$ cat config.mk
export PLATFORM = sky130hd
export DESIGN_NAME = sample_deserializer
export DESIGN_NICKNAME = d
export VERILOG_FILES = /design/src/rtl/sample_deserializer.sv
export SDC_FILE = /design/constraint.sdc
export NUM_CORES = 1
export LEC_CHECK = 0
export ABC_AREA = 1
export CAP_MARGIN = 20
export CORE_ASPECT_RATIO = 1.75
export CORE_UTILIZATION = 48
export CTS_CLUSTER_SIZE = 16
export DETAILED_ROUTE_END_ITERATION = 8
export GPL_ROUTABILITY_DRIVEN = 0
export PLACE_DENSITY = 0.8
export RECOVER_POWER = 50
export SYNTH_ARGS = -nofsm -noshare
export SYNTH_HDL_FRONTEND = slang
export SYNTH_SLANG_ARGS = --single-unit
$ cat constraint.sdc
create_clock -name clk -period 5.61 [get_ports clk]
set_input_delay 0.561 -clock clk [delete_from_list [all_inputs] [get_ports clk]]
set_output_delay 0.561 -clock clk [all_outputs]
set_load 0.03 [all_outputs]
$ cat src/rtl/sample_deserializer.sv
// Serial-to-parallel input stage: packs N_SAMPLES samples into one flattened frame for the FFT.
// Optional macro SAMPLE_DESER_OVERLAP_EN lets a new frame start in the same cycle as the frame handshake.
module sample_deserializer #(
    parameter int unsigned BIT_WIDTH = 32,
    parameter int unsigned N_SAMPLES = 8
) (
    input  logic                           clk,
    input  logic                           reset,
    input  logic [BIT_WIDTH-1:0]           recv_msg,
    input  logic                           recv_val,
    output logic                           recv_rdy,
    output logic [BIT_WIDTH*N_SAMPLES-1:0] send_msg,
    output logic                           send_val,
    input  logic                           send_rdy
);

    localparam int unsigned CNT_W = (N_SAMPLES > 1) ? $clog2(N_SAMPLES) : 1;
    localparam logic [CNT_W-1:0] LAST_SLOT = CNT_W'(N_SAMPLES - 1);

    typedef enum logic {
        COLLECT = 1'b0,
        FULL    = 1'b1
    } state_t;

    state_t               state;
    logic [CNT_W-1:0]     cnt;
    logic [BIT_WIDTH-1:0] slots [N_SAMPLES];
    logic                 accept;

    // Ready is a pure decode of state (and send_rdy in overlap mode), held low during reset.
    always_comb begin
        recv_rdy = 1'b0;
        if (!reset) begin
            if (state == COLLECT) begin
                recv_rdy = 1'b1;
            end else begin
`ifdef SAMPLE_DESER_OVERLAP_EN
                recv_rdy = send_rdy;
`else
                recv_rdy = 1'b0;
`endif
            end
        end
    end

    assign accept = recv_val && recv_rdy;

    always_ff @(posedge clk or posedge reset) begin
        if (reset) begin
            state    <= COLLECT;
            cnt      <= '0;
            send_val <= 1'b0;
            for (int i = 0; i < int'(N_SAMPLES); i++) begin
                slots[i] <= '0;
            end
        end else begin
            case (state)
                COLLECT: begin
                    if (accept) begin
                        slots[cnt] <= recv_msg;
                        if (cnt == LAST_SLOT) begin
                            cnt      <= '0;
                            state    <= FULL;
                            send_val <= 1'b1;
                        end else begin
                            cnt <= cnt + CNT_W'(1);
                        end
                    end
                end
                FULL: begin
                    // Slots stay frozen until the FFT takes the frame.
                    if (send_rdy) begin
                        state    <= COLLECT;
                        send_val <= 1'b0;
`ifdef SAMPLE_DESER_OVERLAP_EN
                        if (accept) begin
                            slots[0] <= recv_msg;
                            cnt      <= CNT_W'(1);
                        end
`endif
                    end
                end
                default: begin
                    state    <= COLLECT;
                    send_val <= 1'b0;
                end
            endcase
        end
    end

    for (genvar k = 0; k < int'(N_SAMPLES); k++) begin : g_pack
        assign send_msg[BIT_WIDTH*k +: BIT_WIDTH] = slots[k];
    end

endmodule

# Word-level counts from Yosys, hierarchy flattened
# Index checks and enable logic that the tools add are counted.
# word_totals
register_bits	261
inputBits	36
output_inout_bits	258
elab_cells	38
# classes
addsub	1
order_cmp	2
eq_ne	4
mux	14
bitwise	2
n_reduce_logical	4
# op_table
operator	n
256-bit bitwise mux	1
32-bit demux with 3-bit select	1
32-bit two-way mux	1
1-bit two-way mux	8
4-bit greater-or-equal comparator, second input constant	1
4-bit by 1-bit less-than comparator with 1-bit output, second input constant	1
2-bit != test, second input constant	2
3-bit inverter with 4-bit output	1
1-bit case mux with 2 select lines	2
3-bit by 1-bit adder with 3-bit output, second input constant	1
3-bit equality test, second input constant	1
3-bit two-way mux	1
3-bit AND reduction	1
1-bit logical AND	2
2-bit by 1-bit != test with 1-bit output, second input constant	1
2-bit AND reduction	1
1-bit inverter	1

# Longest topological paths before layout
# Gate-level depths: netlist of run 1.
# logic_depth
ltp_word	6
depth_mapped	8

# Worst setup path after synthesis of run 1
# No wires, ideal clock.
# synth_path
path_type	input to register
from	input port reset
to	register slots (netlist bit send_msg[125])
arrival_ns	4.831
t_required_ns	5.545
slack_ns	0.714
cell_stages	6
n_path_buf	1
path_cell_list	inv_2 nand3_2 nor2_2 buf_2 nand2_1 nand2_1
# synth_between
elab_chain_cells	3
# synth_rtl
item	line_no	text
start: declaration	8	input logic reset,
1-bit two-way mux	33	if (!reset) begin
1-bit logical AND	46	assign accept = recv_val && recv_rdy;
2-bit AND reduction (no line)	--	
end signal: indexed assignment	60	slots[cnt] <= recv_msg;
end: declaration	27	logic [BIT_WIDTH-1:0] slots [N_SAMPLES];
# No other way between the ends.
# A chain may end at the register's enable or synchronous reset.

# Worst setup path after layout of run 1
# layout_path
from	input port reset
to	register slots (netlist bit send_msg[132])
# The elaborated chain is that of the path after synthesis.

==> flow_metrics.tcl, run 1 <==
set metrics [dict create \
    synth_top_family_by_area "simple AND/OR/NAND/NOR gates" \
    maxSlewViolCount 0 \
    drt_pass1_iterations 5 \
    fmax_mhz 277 \
    post-synth-top-area-cell "dfrtp_1" \
    first_global_vias 8678 \
    synth_top_area_share_pct 62.8 \
    cts_root_buf "clkbuf_16" \
    slew-limit-headroom_pct 8.20 \
    vias_per_cell 5.25 \
    dp_hpwl_mm 22.0 \
    synth.area.mux_share_pct 0 \
    antenna_found_initial 0 \
    hold_class "flip-flop to flip-flop" \
    std_cell_rows 70 \
    power_density_mw_per_mm2 680 \
    crit_fanout 84 \
    cts_setup_buffers 0 \
    cp-start-kind "input port" \
    maxCapViolations 0 \
    dpl_cell_area_mm2 0.0134 \
    p_leak_nw 7.39 \
    coreArea_mm2 0.0211 \
    routed.top_layer "met4" \
    seq_area_frac_synth_pct 62.8 \
    die-area_mm2 0.0223 \
    outcome "completed" \
    synth-adder-area-share_pct 0.361 \
    yosys_warnings 0 \
    synth_area_leaders "dfrtp_1, nand2_1, nand3_1" \
    clockBufferDepth 3 \
    fin_crit_ns 3.61 \
    die_y_um 197 \
    hold-path-cell-count 2 \
    cts_tree "yes" \
    worstSetupEndpointType "flip-flop" \
    diodes 0 \
    setup_viol_count_final 0 \
    syn-instance-count 1181 \
    nets 1455 \
    vias 9037 \
    clk_pin_slew_worst_paths_ns 0.07 \
    wire_per_inst_um 18.9 \
    setup_ws_ns 2.00 \
    ir_worst_vdd_mv 0.368 \
    drive_gt1_share_pct 4.47 \
    grt_overflow 0 \
    cts_made_buffers 23 \
    htree_num_levels 1 \
    cts.repair.resized 0 \
    dr_wl_met2_mm 16.3 \
    initial_core_util_pct 49.3 \
    finalInstanceArea_mm2 0.0142 \
    syn2layout_area_growth_pct 36.1 \
    synth-compound-area-share_pct 0.253 \
    r2r_cells 7 \
    min_period_over_period_pct 64.3 \
    drc_errors 0 \
    finalNonFillerCells 1720 \
    clk_latency_ns 0.50 \
    n_fill_cell 1678 \
    dr.first_iter.drc_count 746 \
    yosys.area_share.simple_pct 31.3 \
    clock_skew_ns 0.00470 \
    syn_nets 1220 \
    crit_arrival_ns 4.00 \
    synth_area_mm2 0.0104 \
    die_width_um 113 \
    dpl.cell_count 1677 \
    finalHoldViolations 0 \
    synth_xor_area_share_pct 0 \
    worstMarginPinSlew_ns 1.38 \
    cts.sink_count 261 \
    num_io_pins 294 \
    grt_usage_pct 29.5 \
    synth.distinct_cells 17 \
    ys_ff_latch 261 \
    fin_tns_setup_ns 0 \
    wl_met3_mm 2.22 \
    dpl_worst_slack_ns 2.21 \
    totalWireLength_mm 32.6 \
    avgSynthCellArea_um2 8.81 \
    grt_max_degree 85 \
    ant_nets 0 \
    required_ns 6.00 \
    crit_type "input port to flip-flop" \
    portBuffers 293 \
    grt_pass1_wl_mm 49.9 \
    hold_buffers 0 \
    wl_met1_mm 12.3 \
    power_mw 9.62 \
    rsz0062_at_grt "false" \
]
[cell families after synthesis]
group | Yosys count
DFF | 261
AOI/OAI and AO/OA | 5
and+or+nand+nor | 801
buffers and inverters | 111
adders and majority gates | 3
[worst paths after layout]
kind                              startpoint            end  slack, ns
worst min register to register  send_msg[34]   send_msg[34]       0.46
worst min-delay path            send_msg[34]   send_msg[34]       0.46
min in group asynchronous              reset  send_msg[136]       0.54
worst max-delay path                   reset  send_msg[132]       2.00
worst max register to register         state  send_msg[132]       2.53
max in group asynchronous              reset  send_msg[188]       3.01
[state kept, by name, indices dropped and copies added, names as in the netlist]
signal,count
state,1
send_val,1
send_msg,256
cnt,3
[layout make-up]
class / instances / area (um2) / share of cell area [%]
Tap cell: 288 / 360 / 2.55
Clock inverter: 4 / 73.8 / 0.521
Inverter: 12 / 52.6 / 0.371
Sequential cell: 261 / 6530 / 46.1
Clock buffer: 37 / 708 / 5.00
Timing Repair Buffer: 309 / 3110 / 21.9
Multi-Input combinational cell: 809 / 3330 / 23.5
[stage by stage]
stage | utilization (%) | hold slack [ns]
after global placement | 63.1 | 0.452
final | 67.1 | 0.463
after detailed placement | 63.3 | 0.457
after CTS | 67.0 | 0.437
after floorplan | - | 0.531
after global routing | 67.1 | 0.480
[routing by layer]
layer,GRT usage [%],vias to the layer above
li1,-,4118
met1,36.1,4403
met2,50.5,427
met3,4.58,89
met4,14.8,0
met5,0,-
[layout by cell type (no fill, tap or decap)]
master / count
buf_16: 3
buf_4: 11
bufinv_16: 2
clkbuf_1: 8
clkbuf_16: 23
clkbuf_8: 8
clkdlybuf4s50_1: 179
clkinv_2: 1
clkinv_4: 1
dfrtp_1: 261
dlygate4sd3_1: 114
ha_1: 3
inv_1: 7
inv_2: 4
inv_8: 1
nand2_1: 626
nand2_2: 2
nand3_1: 164
nor2_1: 1
nor2_2: 3
nor2_4: 5
o21ai_0: 4
o22ai_1: 1
[power by group]
group	switching [mW]	internal [mW]
combinational	3.03	1.68
clock	0.685	0.956
sequential	0.526	2.75
total	4.24	5.38
[synthesized netlist by cell type]
master / instances
nand2_1: 625
buf_4: 2
buf_2: 64
nand3_1: 163
clkbuf_1: 4
o22ai_1: 1
o21ai_0: 4
ha_1: 3
buf_6: 1
nand3_2: 1
clkbuf_2: 28
nand2_2: 3
inv_2: 5
dfrtp_1: 261
nor2_8: 1
nor2_2: 8
inv_1: 7
[critical path: stages]
cell           delay (ns)
dlygate4sd3_1        0.62
inv_8                0.23
nand2_1              0.12
nor2_1               0.72
buf_4                0.78
nand2_2              0.61
nand2_1              0.21
nand2_1              0.06
(Power assumes the default switching activity.)
==> run 2: changes to the inputs <==
clock period = 3.8 ns   (was 5.61 ns; I/O delays follow)
==> run 2 against run 1 <==
  * The run now ends with max-capacitance violations, max-slew violations left
  * Global-route usage grew 0.66 points
  * Sequential power increased by 48%
  * Clock-buffer cell count is 2 lower
  * First-iteration DRC count shrank 17%
  * Design area grew 0.35%
  * Clock power up 55%
  * Hold slack worse by 0.15 ns
  * Routed wire length grew 0.80%
  * Sequential cell count is the same
==> flow_metrics.tcl, run 2 (same netlist as run 1, synthesis figures left out) <==
set metrics [dict create \
    drive_gt1_share_pct 5.09 \
    initial_core_util_pct 49.3 \
    drt_pass1_iterations 5 \
    crit_fanout 32 \
    grt_overflow 0 \
    die_width_um 113 \
    htree_num_levels 1 \
    n_fill_cell 1635 \
    met2_usage_pct 50.9 \
    cp_slowest_cell "clkbuf_1" \
    portBuffers 293 \
    grt_pass1_wl_mm 51.0 \
    cp_cell_sequence "dlygate4sd3_1 > clkinv_8 > nand2_1 > nor2_8 > nand2_1 > clkbuf_1 > nand2_1 > nand2_1" \
    dpl.cell_count 1679 \
    finalHoldViolations 0 \
    clk_pin_slew_worst_paths_ns 0.07 \
    dpl_worst_slack_ns 1.10 \
    dr.first_iter.drc_count 621 \
    grtUsageMet3_pct 6.15 \
    drc_errors 0 \
    power_mw 14.3 \
    wire_per_inst_um 19.1 \
    worstSetupEndpointType "flip-flop" \
    required_ns 4.25 \
    cts_tree "yes" \
    hold_buffers 0 \
    violations "max-capacitance violations, max-slew violations" \
    crit_arrival_ns 3.20 \
    coreArea_mm2 0.0211 \
    slowest_delay_ns 1.24 \
    crit_type "input port to flip-flop" \
    die-area_mm2 0.0223 \
    vias_per_cell 5.24 \
    grtUsageMet1_pct 35.2 \
    cp-start-kind "input port" \
    rsz0062_at_grt "false" \
    std_cell_rows 70 \
    ir_worst_vdd_mv 0.518 \
    first_global_vias 9037 \
    fin_crit_ns 2.75 \
    fmax_mhz 364 \
    cts_setup_buffers 0 \
    grt_max_degree 179 \
    diodes 0 \
    cts.repair.resized 0 \
    clk_latency_ns 0.52 \
    min_period_over_period_pct 72.3 \
    cts.sink_count 261 \
    grt_usage_pct 30.2 \
    syn2layout_area_growth_pct 36.6 \
    num_io_pins 294 \
    slew-limit-headroom_pct -15.1 \
    vias 9033 \
    fin_tns_setup_ns 0 \
    nets 1456 \
    cp_common_cell "nand2_1" \
    p_leak_nw 7.45 \
    finalNonFillerCells 1723 \
    cts_root_buf "clkbuf_16" \
    largest_reg_flops 256 \
    cts_made_buffers 24 \
    timing.critical_path.buf_inv 3 \
    outcome "finished with violations" \
    maxCapViolations 2 \
    grt-busiest-layer "met2" \
    layout_common_cells "nand2_1, dfrtp_1, nand3_1" \
    clock_skew_ns 0.0183 \
    worstMarginPinSlew_ns 1.73 \
    totalWireLength_mm 32.8 \
    die_y_um 197 \
    hold_class "input port to asynchronous set/reset pin" \
    path_delay_family "buffers and inverters" \
    clockBufferDepth 3 \
    power_density_mw_per_mm2 1010 \
    mostFrequentLayoutCell "nand2_1" \
    dp_hpwl_mm 22.0 \
    antenna_found_initial 0 \
    setup_viol_count_final 0 \
    maxSlewViolCount 66 \
    setup_ws_ns 1.05 \
    ant_nets 0 \
]
-- run 2: report_power, final --
part	switching (mW)	internal, mW	total, mW
Sequential	0.777	4.05	4.83
Combinational	4.50	2.43	6.92
Clock	1.05	1.49	2.54
-- run 2: cell type report --
type                            instances  area (um2)  area share, %
Clock buffer                           35         743           5.23
Sequential cell                       261        6530           46.0
Timing Repair Buffer                  309        3060           21.5
Inverter                               12        57.6          0.405
Tap cell                              288         360           2.54
Multi-Input combinational cell        809        3350           23.6
Clock inverter                          9         105          0.740
-- run 2: routing by layer --
layer	part of all wire, %	vias up
li1	-	4129
met1	36	4383
met2	50	416
met3	7.3	105
met4	6.4	0
met5	0	-
-- run 2: stage by stage --
| step | hold slack (ns) | area, um2 | utilization, % |
|---|---|---|---|
| 2_1_floorplan | 0.479 | 10400 | - |
| 3_3_place_gp | 0.452 | 13400 | 63.3 |
| 3_5_place_dp | 0.457 | 13400 | 63.3 |
| 4_1_cts | 0.209 | 14200 | 67.4 |
| 5_1_grt | 0.317 | 14200 | 67.3 |
| 6_report | 0.310 | 14200 | 67.3 |
-- run 2: path summary, 6_finish.rpt --
kind	from	to	slack (ns)	depth (start not counted)
min in group clk	send_msg[34]	send_msg[34]	0.46	2
min reg2reg	send_msg[34]	send_msg[34]	0.46	2
max reg2reg	cnt[0]	send_msg[234]	1.31	6
max in group asynchronous	reset	send_msg[253]	1.58	4
min	reset	send_msg[196]	0.31	2
max	reset	send_msg[234]	1.05	8
==> run 3: changes to the inputs <==
clock period = 2.55 ns   (was 3.8 ns; I/O delays follow)
==> run 3 against run 2 <==
  * The run now ends clean
  * Clock power grew 49%
  * Total power grew 52%
  * Critical path depth shrank 4
  * Sequential cell count is the same
  * Clock-buffer cell count shrank 1
  * Die area is the same
  * Sequential power grew 50%
  * Hold slack gained 0.042 ns
  * Critical endpoint is now recv_rdy
  * Largest cell class unchanged
==> flow_metrics.tcl, run 3 (same netlist as run 1, synthesis figures left out) <==
set metrics [dict create \
    cts_tree "yes" \
    fin_crit_ns 2.16 \
    die_y_um 197 \
    reg2reg_to "send_msg[150]" \
    cp_slowest_cell "clkdlybuf4s50_1" \
    dpl.cell_count 1686 \
    setup_viol_count_final 0 \
    ant_nets 0 \
    crit_fanout 3 \
    r2r_cells 6 \
    crit_arrival_ns 1.91 \
    dp_hpwl_mm 22.0 \
    htree_num_levels 1 \
    seqCellArea_mm2 0.00653 \
    std_cell_rows 70 \
    totalWireLength_mm 32.4 \
    grt_overflow 0 \
    multi_input_area_mm2 0.00333 \
    drt_pass1_iterations 5 \
    syn2layout_area_growth_pct 37.1 \
    largest_reg_flops 256 \
    num_io_pins 294 \
    wire_per_inst_um 18.8 \
    grt_pass1_wl_mm 50.3 \
    hold_buffers 0 \
    hold-path-cell-count 2 \
    ir_worst_vdd_mv 0.813 \
    clk_pin_slew_worst_paths_ns 0.06 \
    required_ns 2.30 \
    rsz0062_at_grt "false" \
    clk_latency_ns 0.51 \
    slowest_delay_ns 0.67 \
    cts.sink_count 261 \
    antenna_found_initial 0 \
    initial_core_util_pct 49.3 \
    r2r_slack_ns 0.43 \
    crit_type "flip-flop to output port" \
    die_width_um 113 \
    coreArea_mm2 0.0211 \
    slew-limit-headroom_pct 20.3 \
    die-area_mm2 0.0223 \
    nets 1463 \
    maxSlewViolCount 0 \
    cts_made_buffers 24 \
    grt_usage_pct 29.5 \
    cts_setup_buffers 0 \
    power_density_mw_per_mm2 1520 \
    maxCapViolations 0 \
    p_leak_nw 7.24 \
    hold_class "input port to flip-flop" \
    n_fill_cell 1638 \
    cts_root_buf "clkbuf_16" \
    startpoint "state" \
    portBuffers 293 \
    clockBufferDepth 3 \
    cp_common_cell "inv_1" \
    cp-start-kind "flip-flop" \
    finalNonFillerCells 1730 \
    worstMarginPinSlew_ns 1.19 \
    cp-endpoint "recv_rdy" \
    vias 9156 \
    clock_skew_ns 0.0104 \
    worstSetupEndpointType "output port" \
    layout_common_cells "nand2_1, clkdlybuf4s50_1, dfrtp_1" \
    r2r_start "state" \
    drive_gt1_share_pct 5.06 \
    fin_tns_setup_ns 0 \
    diodes 0 \
    first_global_vias 8985 \
    fmax_mhz 463 \
    drc_errors 0 \
    outcome "completed" \
    cts.repair.resized 0 \
    finalHoldViolations 0 \
    grt_max_degree 138 \
    dr.first_iter.drc_count 722 \
    min_period_over_period_pct 84.7 \
    vias_per_cell 5.29 \
    mostFrequentLayoutCell "nand2_1" \
    cp_cell_sequence "inv_1 > nand2_1 > inv_1 > clkdlybuf4s50_1" \
]
==> run 3: changes by cell type in the layout (fill, tap and decap cells not counted), moves of 3 or more <==
cell | previous run | this run
buf_12 | 1 | 5
clkbuf_8 | 8 | 4
clkdlybuf4s50_1 | 149 | 292
dlygate4sd3_1 | 144 | 1
clkinvlp_4 | 4 | 1
==> run 3: routing by layer <==
layer / up-vias / wire (um) / global-route usage [%]
met1: 4474 / 11500 / 34.0
met2: 420 / 16600 / 52.1
met3: 111 / 2170 / 4.43
met4: 0 / 2150 / 16.8
met5: - / 0 / 0
li1: 4151 / - / -
==> run 3: stage by stage <==
| stage | instance area, um2 | hold WS [ns] | utilization [%] | worst slack (ns) | power, mW |
|---|---|---|---|---|---|
| 2_1_floorplan | 10400 | 0.354 | - | 0.0631 | 13.0 |
| 3_3_place_gp | 13500 | 0.453 | 63.9 | 0.468 | 17.8 |
| 3_5_place_dp | 13500 | 0.457 | 63.9 | 0.450 | 18.0 |
| 4_1_cts | 14300 | 0.346 | 67.8 | 0.461 | 21.8 |
| 5_1_grt | 14300 | 0.374 | 67.6 | 0.254 | 22.7 |
| 6_report | 14300 | 0.351 | 67.6 | 0.389 | 21.7 |
==> run 3: power breakdown <==
group	leakage (nW)	total (mW)	internal, mW	switching (mW)
Combinational	3.50	10.7	4.01	6.67
Sequential	3.34	7.24	6.04	1.20
Clock	0.409	3.78	2.22	1.55
==> run 3: worst max-delay path, delay by kind of cell, from the launching register on <==
family / cells / cell delay [ns]
DFF: 1 / 0.38
and+or+nand+nor: 1 / 0.15
buffers and inverters: 3 / 0.86
==> run 3: worst min-delay path by stage <==
stage / from / to / slack (ns)
global placement: send_msg[3] / send_msg[3] / 0.45
CTS: send_rdy / state / 0.35
global route: send_rdy / state / 0.37
detailed placement: send_msg[3] / send_msg[3] / 0.46
floorplan: send_rdy / state / 0.35
finish: send_rdy / state / 0.35
==> run 3: cell type report <==
class | instances | share of cell area, %
clock buffers | 34 | 4.90
clock inverters | 10 | 0.947
inverters | 12 | 0.325
multi-input cells | 809 | 23.4
flip-flops and latches | 261 | 45.8
well taps | 288 | 2.53
repair buffers | 316 | 22.1
